--- config.mk ---
export PLATFORM = sky130hd
export DESIGN_NAME = mod_addsub_seq
export DESIGN_NICKNAME = d
export VERILOG_FILES = /design/src/rtl/mod_arith_pkg.sv /design/src/rtl/mod_chunk_add.sv /design/src/rtl/mod_addsub_seq.sv
export SDC_FILE = /design/constraint.sdc
export NUM_CORES = 2
export LEC_CHECK = 0
export ABC_AREA = 1
export CORE_AREA = 3 3 404 406
export DETAILED_ROUTE_END_ITERATION = 6
export DIE_AREA = 0 0 407 409
export PLACE_DENSITY = 0.73
export SLEW_MARGIN = 25
export SYNTH_ARGS = -nofsm -noshare
export SYNTH_HDL_FRONTEND = slang
export SYNTH_HIERARCHICAL = 1
export SYNTH_SLANG_ARGS = --single-unit
--- constraint.sdc ---
create_clock -name i_clk -period 5.6 [get_ports i_clk]
set_clock_uncertainty 0.2 [all_clocks]
set_input_delay 1.12 -clock i_clk [delete_from_list [all_inputs] [get_ports i_clk]]
set_output_delay 1.12 -clock i_clk [all_outputs]
set_load 0.03 [all_outputs]
--- src/rtl/mod_arith_pkg.sv ---
// Shared types and helpers for the sequential modular add/sub datapath.
package mod_arith_pkg;

    typedef enum logic [1:0] {IDLE, PASS1, PASS2} mas_state_e;
    typedef enum logic {OP_ADD, OP_SUB} mas_op_e;

    function automatic int nchunks(input int width, input int chunk);
        return width / chunk;
    endfunction

endpackage

--- src/rtl/mod_chunk_add.sv ---
// One CHUNK-bit slice of the ripple: {cout, sum} = a + b + cin.
// Purely combinational, no backpressure.
module mod_chunk_add #(
    parameter int CHUNK = 64
) (
    input  logic [CHUNK-1:0] a,
    input  logic [CHUNK-1:0] b,
    input  logic             cin,
    output logic [CHUNK-1:0] sum,
    output logic             cout
);

    assign {cout, sum} = {1'b0, a} + {1'b0, b} + {{CHUNK{1'b0}}, cin};

endmodule

--- src/rtl/mod_addsub_seq.sv ---
// Modular add/sub, one CHUNK slice per cycle over two passes; latency 2*WIDTH/CHUNK, one op in flight,
// i_start ignored while busy. Optional o_range_err under MODADDSUB_RANGE_CHK_EN.
module mod_addsub_seq
    import mod_arith_pkg::*;
#(
    parameter int WIDTH = 256,
    parameter int CHUNK = 64
) (
    input  logic             i_clk,
    input  logic             i_rst_n,
    input  logic             i_start,
    input  logic             i_op,
    input  logic [WIDTH-1:0] i_a,
    input  logic [WIDTH-1:0] i_b,
    input  logic [WIDTH-1:0] i_p,
    output logic             o_ready,
    output logic [WIDTH-1:0] o_result,
`ifdef MODADDSUB_RANGE_CHK_EN
    output logic             o_done,
    output logic             o_range_err
`else
    output logic             o_done
`endif
);

    localparam int NCH = nchunks(WIDTH, CHUNK);
    localparam int IW  = (NCH > 1) ? $clog2(NCH) : 1;
    localparam logic [IW-1:0] LAST = IW'(NCH - 1);

    if (WIDTH % CHUNK != 0) begin : g_chk
        $error("mod_addsub_seq: WIDTH must be a multiple of CHUNK");
    end

    mas_state_e       state_q, state_d;
    mas_op_e          op_q;
    logic [IW-1:0]    idx_q;
    logic [WIDTH-1:0] a_q, b_q, p_q, s_q, t_q;
    logic             carry_q, c1_q;
    logic             accept, last_chunk;
    logic [CHUNK-1:0] x, y, sum;
    logic             cin, cout;
    logic [WIDTH-1:0] s_in, s_rot, t_in, sel;
    logic [WIDTH+CHUNK-1:0] s_cat, r_cat, t_cat;

    assign o_ready    = (state_q == IDLE);
    assign accept     = i_start && o_ready;
    assign last_chunk = (idx_q == LAST);

    always_comb begin
        state_d = state_q;
        case (state_q)
            IDLE:    if (i_start) state_d = PASS1;
            PASS1:   if (last_chunk) state_d = PASS2;
            PASS2:   if (last_chunk) state_d = IDLE;
            default: state_d = IDLE;
        endcase
    end

    // Pass 1 adds A and (+/-)B; pass 2 applies -P (add) or +P (sub) to the raw sum.
    always_comb begin
        x   = '0;
        y   = '0;
        cin = 1'b0;
        if (state_q == PASS1) begin
            x   = a_q[CHUNK-1:0];
            y   = (op_q == OP_SUB) ? ~b_q[CHUNK-1:0] : b_q[CHUNK-1:0];
            cin = (idx_q == '0) ? (op_q == OP_SUB) : carry_q;
        end else if (state_q == PASS2) begin
            x   = s_q[CHUNK-1:0];
            y   = (op_q == OP_ADD) ? ~p_q[CHUNK-1:0] : p_q[CHUNK-1:0];
            cin = (idx_q == '0) ? (op_q == OP_ADD) : carry_q;
        end
    end

    mod_chunk_add #(.CHUNK(CHUNK)) u_chunk (
        .a    (x),
        .b    (y),
        .cin  (cin),
        .sum  (sum),
        .cout (cout)
    );

    // Results enter from the top; s is rotated during pass 2 so it is whole again at the end.
    assign s_cat = {sum, s_q};
    assign r_cat = {s_q[CHUNK-1:0], s_q};
    assign t_cat = {sum, t_q};
    assign s_in  = s_cat[WIDTH+CHUNK-1:CHUNK];
    assign s_rot = r_cat[WIDTH+CHUNK-1:CHUNK];
    assign t_in  = t_cat[WIDTH+CHUNK-1:CHUNK];

    always_comb begin
        sel = s_rot;
        if (op_q == OP_ADD) begin
            if (c1_q || cout) sel = t_in;
        end else begin
            if (!c1_q) sel = t_in;
        end
    end

    always_ff @(posedge i_clk or negedge i_rst_n) begin
        if (!i_rst_n) begin
            state_q  <= IDLE;
        end else begin
            state_q  <= state_d;
        end
    end

    always_ff @(posedge i_clk or negedge i_rst_n) begin
        if (!i_rst_n) begin
            op_q     <= OP_ADD;
            idx_q    <= '0;
            a_q      <= '0;
            b_q      <= '0;
            p_q      <= '0;
            s_q      <= '0;
            t_q      <= '0;
            carry_q  <= 1'b0;
            c1_q     <= 1'b0;
            o_result <= '0;
            o_done   <= 1'b0;
        end else begin
            o_done <= 1'b0;
            if (accept) begin
                op_q    <= mas_op_e'(i_op);
                a_q     <= i_a;
                b_q     <= i_b;
                p_q     <= i_p;
                idx_q   <= '0;
                carry_q <= 1'b0;
            end else if (state_q == PASS1) begin
                a_q     <= a_q >> CHUNK;
                b_q     <= b_q >> CHUNK;
                s_q     <= s_in;
                carry_q <= cout;
                idx_q   <= last_chunk ? '0 : idx_q + IW'(1);
                if (last_chunk) c1_q <= cout;
            end else if (state_q == PASS2) begin
                p_q     <= p_q >> CHUNK;
                s_q     <= s_rot;
                t_q     <= t_in;
                carry_q <= cout;
                idx_q   <= last_chunk ? '0 : idx_q + IW'(1);
                if (last_chunk) begin
                    o_result <= sel;
                    o_done   <= 1'b1;
                end
            end
        end
    end

`ifdef MODADDSUB_RANGE_CHK_EN
    logic range_q;

    always_ff @(posedge i_clk or negedge i_rst_n) begin
        if (!i_rst_n) begin
            range_q     <= 1'b0;
            o_range_err <= 1'b0;
        end else begin
            if (accept) range_q <= (i_a >= i_p) | (i_b >= i_p) | (i_p == '0);
            if (state_q == PASS2 && last_chunk) o_range_err <= range_q;
        end
    end
`endif

endmodule

==> results.txt <==
----------------------------------------------------
[Placed design]
  Total placed instance area ... 91300 um2
  Pre-CTS setup slack ... 0.493 ns
  Total half-perimeter wirelength after legalization and detailed placement ... 220 mm
  Global placer's final weighted congestion ... 0.952
  IO buf count ... 1029

[Die]
  Starting density of the core ... 49.6%
  X dimension of the die ... 407 um
  # IOs ... 1030
  Standard-cell rows ... 147
  Core Box Area ... 160000 um2
  Vertical extent of the die ... 409 um
  Die Area ... 166000 um2

[Clocking]
  Clock Latency Late Sink ... 0.80 ns
  Largest buffer count on any clock path ... 3
  H-tree depth ... 4
  TritonCTS clock tree ... built
  Buffers inserted during post-CTS setup optimization ... 0
  Number of gates resized after CTS ... 0
  Number of buffers inserted during clock tree synthesis ... 161
  Register clock-pin slew on the reported worst setup and hold paths ... 0.06 ns
  Hold bufs inserted after CTS ... 0
  Clock root cell ... sky130_fd_sc_hd__clkbuf_16
  Total clock sinks ... 1480

[STA]
  Final Hold Viols ... 0
  Post-layout minimum cycle time ... 5.20 ns
  Max-slew violations ... 0
  Worst hold slack ... 0.0287 ns
  PnR worst setup slack ... 0.398 ns
  Rel. slew slack ... 19.7%
  Number of setup violations in the final report ... 0
  Share of the cycle needed by the critical path after routing ... 92.9%
  Maximum achievable frequency ... 192 MHz
  RSZ-0062 raised after global routing ... false
  Final sum of negative setup slack ... 0 ns
  Transition at the pin with the smallest max-transition slack ... 1.20 ns

[Synth]
  Synth unique cells ... 35
  Netlist area before placement ... 79500 um2
  Area share of the largest cell type after synthesis ... 46.6%
  Proportion of synthesized chip area in sequential cells ... 46.6%
  Synth top area cells ... sky130_fd_sc_hd__dfrtp_1, sky130_fd_sc_hd__nand2_1, sky130_fd_sc_hd__o21ai_0, sky130_fd_sc_hd__nor2_1, sky130_fd_sc_hd__inv_1
  Post-synthesis register bit count ... 1480
  Nets in the synthesized netlist ... 12100
  Cell taking the most area after synthesis ... sky130_fd_sc_hd__dfrtp_1
  Synth warnings ... 6
  Number of instances in the synthesized netlist ... 11200
  Synthesized area per cell ... 7.08 um2

[Finish]
  Fraction of final layout cells sized beyond drive strength 1 ... 4.73%
  Number of nets at the end of the flow ... 12700
  Most frequent cells in the layout ... sky130_fd_sc_hd__nand2_1, sky130_fd_sc_hd__o21ai_0, sky130_fd_sc_hd__nor2_1, sky130_fd_sc_hd__dfrtp_1, sky130_fd_sc_hd__inv_1
  Layout Area Growth over Synthesis ... 22.3%
  Commonest non-fill, non-tap cell in the layout ... sky130_fd_sc_hd__nand2_1
  Summed area of non-filler cells in the final layout ... 97200 um2

[Critical path]
  Max Fanout on Critical Path ... 135
  Arrival time of the worst setup path ... 5.69 ns
  Sum of buffers and inverters on the critical path ... 7
  Critical path's top delay family ... buffers and inverters
  Crit path largest cell delay ... 0.46 ns
  Crit-path slowest cell ... sky130_fd_sc_hd__ha_1
  Startpoint Class ... register
  Req. time, crit path ... 6.09 ns
  Startpoint-to-endpoint class of the critical path ... reg -> reg
  Cell repeated most along the worst path ... sky130_fd_sc_hd__nand2_1
  Cell breakdown of the critical path ... inv_1, ha_1, inv_8, buf_12, a21oi_1, o21ai_0, o31ai_1, ha_1, nand2_1, nand2_1, a21oi_1, o21ai_0, a21boi_0, buf_4, nand2_1, nor2_4, buf_12, buf_12, buf_12, nand2_1, nand2_1, nor2_1, nor2_1, nor2_1
  Element type at the critical path end ... register

[GRT]
  Antenna violations before repair ... 124
  Pin count of the biggest net entering global routing ... 269
  GRT Total Usage ... 35.9%
  Via count of the first global-routing pass ... 72800
  Wire length of the first global-routing pass ... 455 mm
  Total grt overflow ... 0

[Route]
  Total iterations of the first detailed-routing run ... 6
  DRT iter0 DRCs ... 9010
  Remaining number of nets flagged by the antenna check after routing ... 0
  Per-cell via count in the routed design ... 5.47
  Average routed wire per standard cell ... 21.4 um
  Via count ... 77900
  DRC ... 0
  Total wirelength of the detailed-routed design ... 305 mm

[Power]
  Leakage power ... 46.6 nW
  Power per standard cell area ... 641 nW/um2
  Peak ir drop on the vdd network ... 0.000381 V

[Run]
  Maximum capacitance violations ... 0

[Worst hold path]
  Path class of the lowest-slack min-delay path ... in -> async

[Run status]
  Run status ... finished, final reports clean

----------------------------------------------------
worst paths after layout:
kind | endpoint | slack [ns] | start | cells past startpoint
hold / removal | o_result[15] | 0.03 | i_rst_n | 1
setup reg to reg | o_result[182] | 0.40 | state_q[1] | 24
hold reg to reg | s_q[182] | 0.27 | s_q[246] | 2
min in group i_clk | s_q[182] | 0.27 | s_q[246] | 2
max in group asynchronous | a_q[216] | 3.62 | i_rst_n | 3
setup / recovery | o_result[182] | 0.40 | state_q[1] | 24
report_power, final:
| group | switching [mW] | internal, mW |
|---|---|---|
| Clock | 4.57 | 6.46 |
| Sequential | 2.78 | 15.6 |
| Combinational | 22.9 | 10.1 |
| Total | 30.2 | 32.1 |
worst register-to-register path, delay by kind of cell, from the launching register on:
family	cells	cell delay (ns)
compound gates	6	1.40
simple gates	9	0.95
fa+ha+maj	2	0.85
flops	1	0.43
buf+inv	7	1.29
synth_stat cells (all sizes together):
library cell	instances
nor2	1566
o22ai	64
nand4	7
nand3	569
fa	2
xor2	32
o211ai	193
nor3	14
ha	72
dfrtp	1480
o21ai	1782
a21oi	158
o31ai	64
clkinv	1
or2	128
and2	1
a21boi	1
nor4	1
buf	281
o21bai	3
inv	1384
clkbuf	439
nand2	2985
layout make-up:
cell class | count | area, um2
antenna | 93 | 233
clock buffer | 250 | 4950
clock inverter | 46 | 536
fill | 14400 | 63000
inverter | 1385 | 5230
multi-input combinational | 7642 | 34300
sequential | 1480 | 37000
tap | 2160 | 2700
timing repair buffer | 1176 | 12100
metrics by stage:
stage          cells  util, %  total power, mW
2_1_floorplan  11200        -             38.4
3_3_place_gp   13800     57.0             49.9
3_5_place_dp   13800     57.0             50.7
4_1_cts        14100     60.4             61.9
5_1_grt        14200     60.6             66.8
6_report       14200     60.6             62.3
flip-flops by register name, indices dropped and copies added, names as in the netlist:
name and count:
a_q 256, b_q 256, c1_q 1, carry_q 1
idx_q 2, o_done 1, o_result 256, op_q 1
p_q 256, s_q 256, state_q 2, t_q 192
cells by family (layout without fill, tap and decap cells):
kind of cell | Yosys count | in the layout | synth area share (%)
xor+xnor | 32 | 32 | 0.353
simple gates | 5271 | 5271 | 26.4
compound gates | 2265 | 2265 | 15.2
other cells | 0 | 93 | 0
buf+inv | 2105 | 2857 | 10.3
fa+ha+maj | 74 | 74 | 1.18
flops | 1480 | 1480 | 46.6
metal layers:
layer	GRT usage, %	share of wire, %	up-vias
li1	-	-	36600
met1	49.2	41	37200
met2	54.0	45	3480
met3	6.88	8.4	627
met4	18.8	5.7	36
met5	0	0.080	-
No activity file was read; power rests on OpenSTA's default activity.
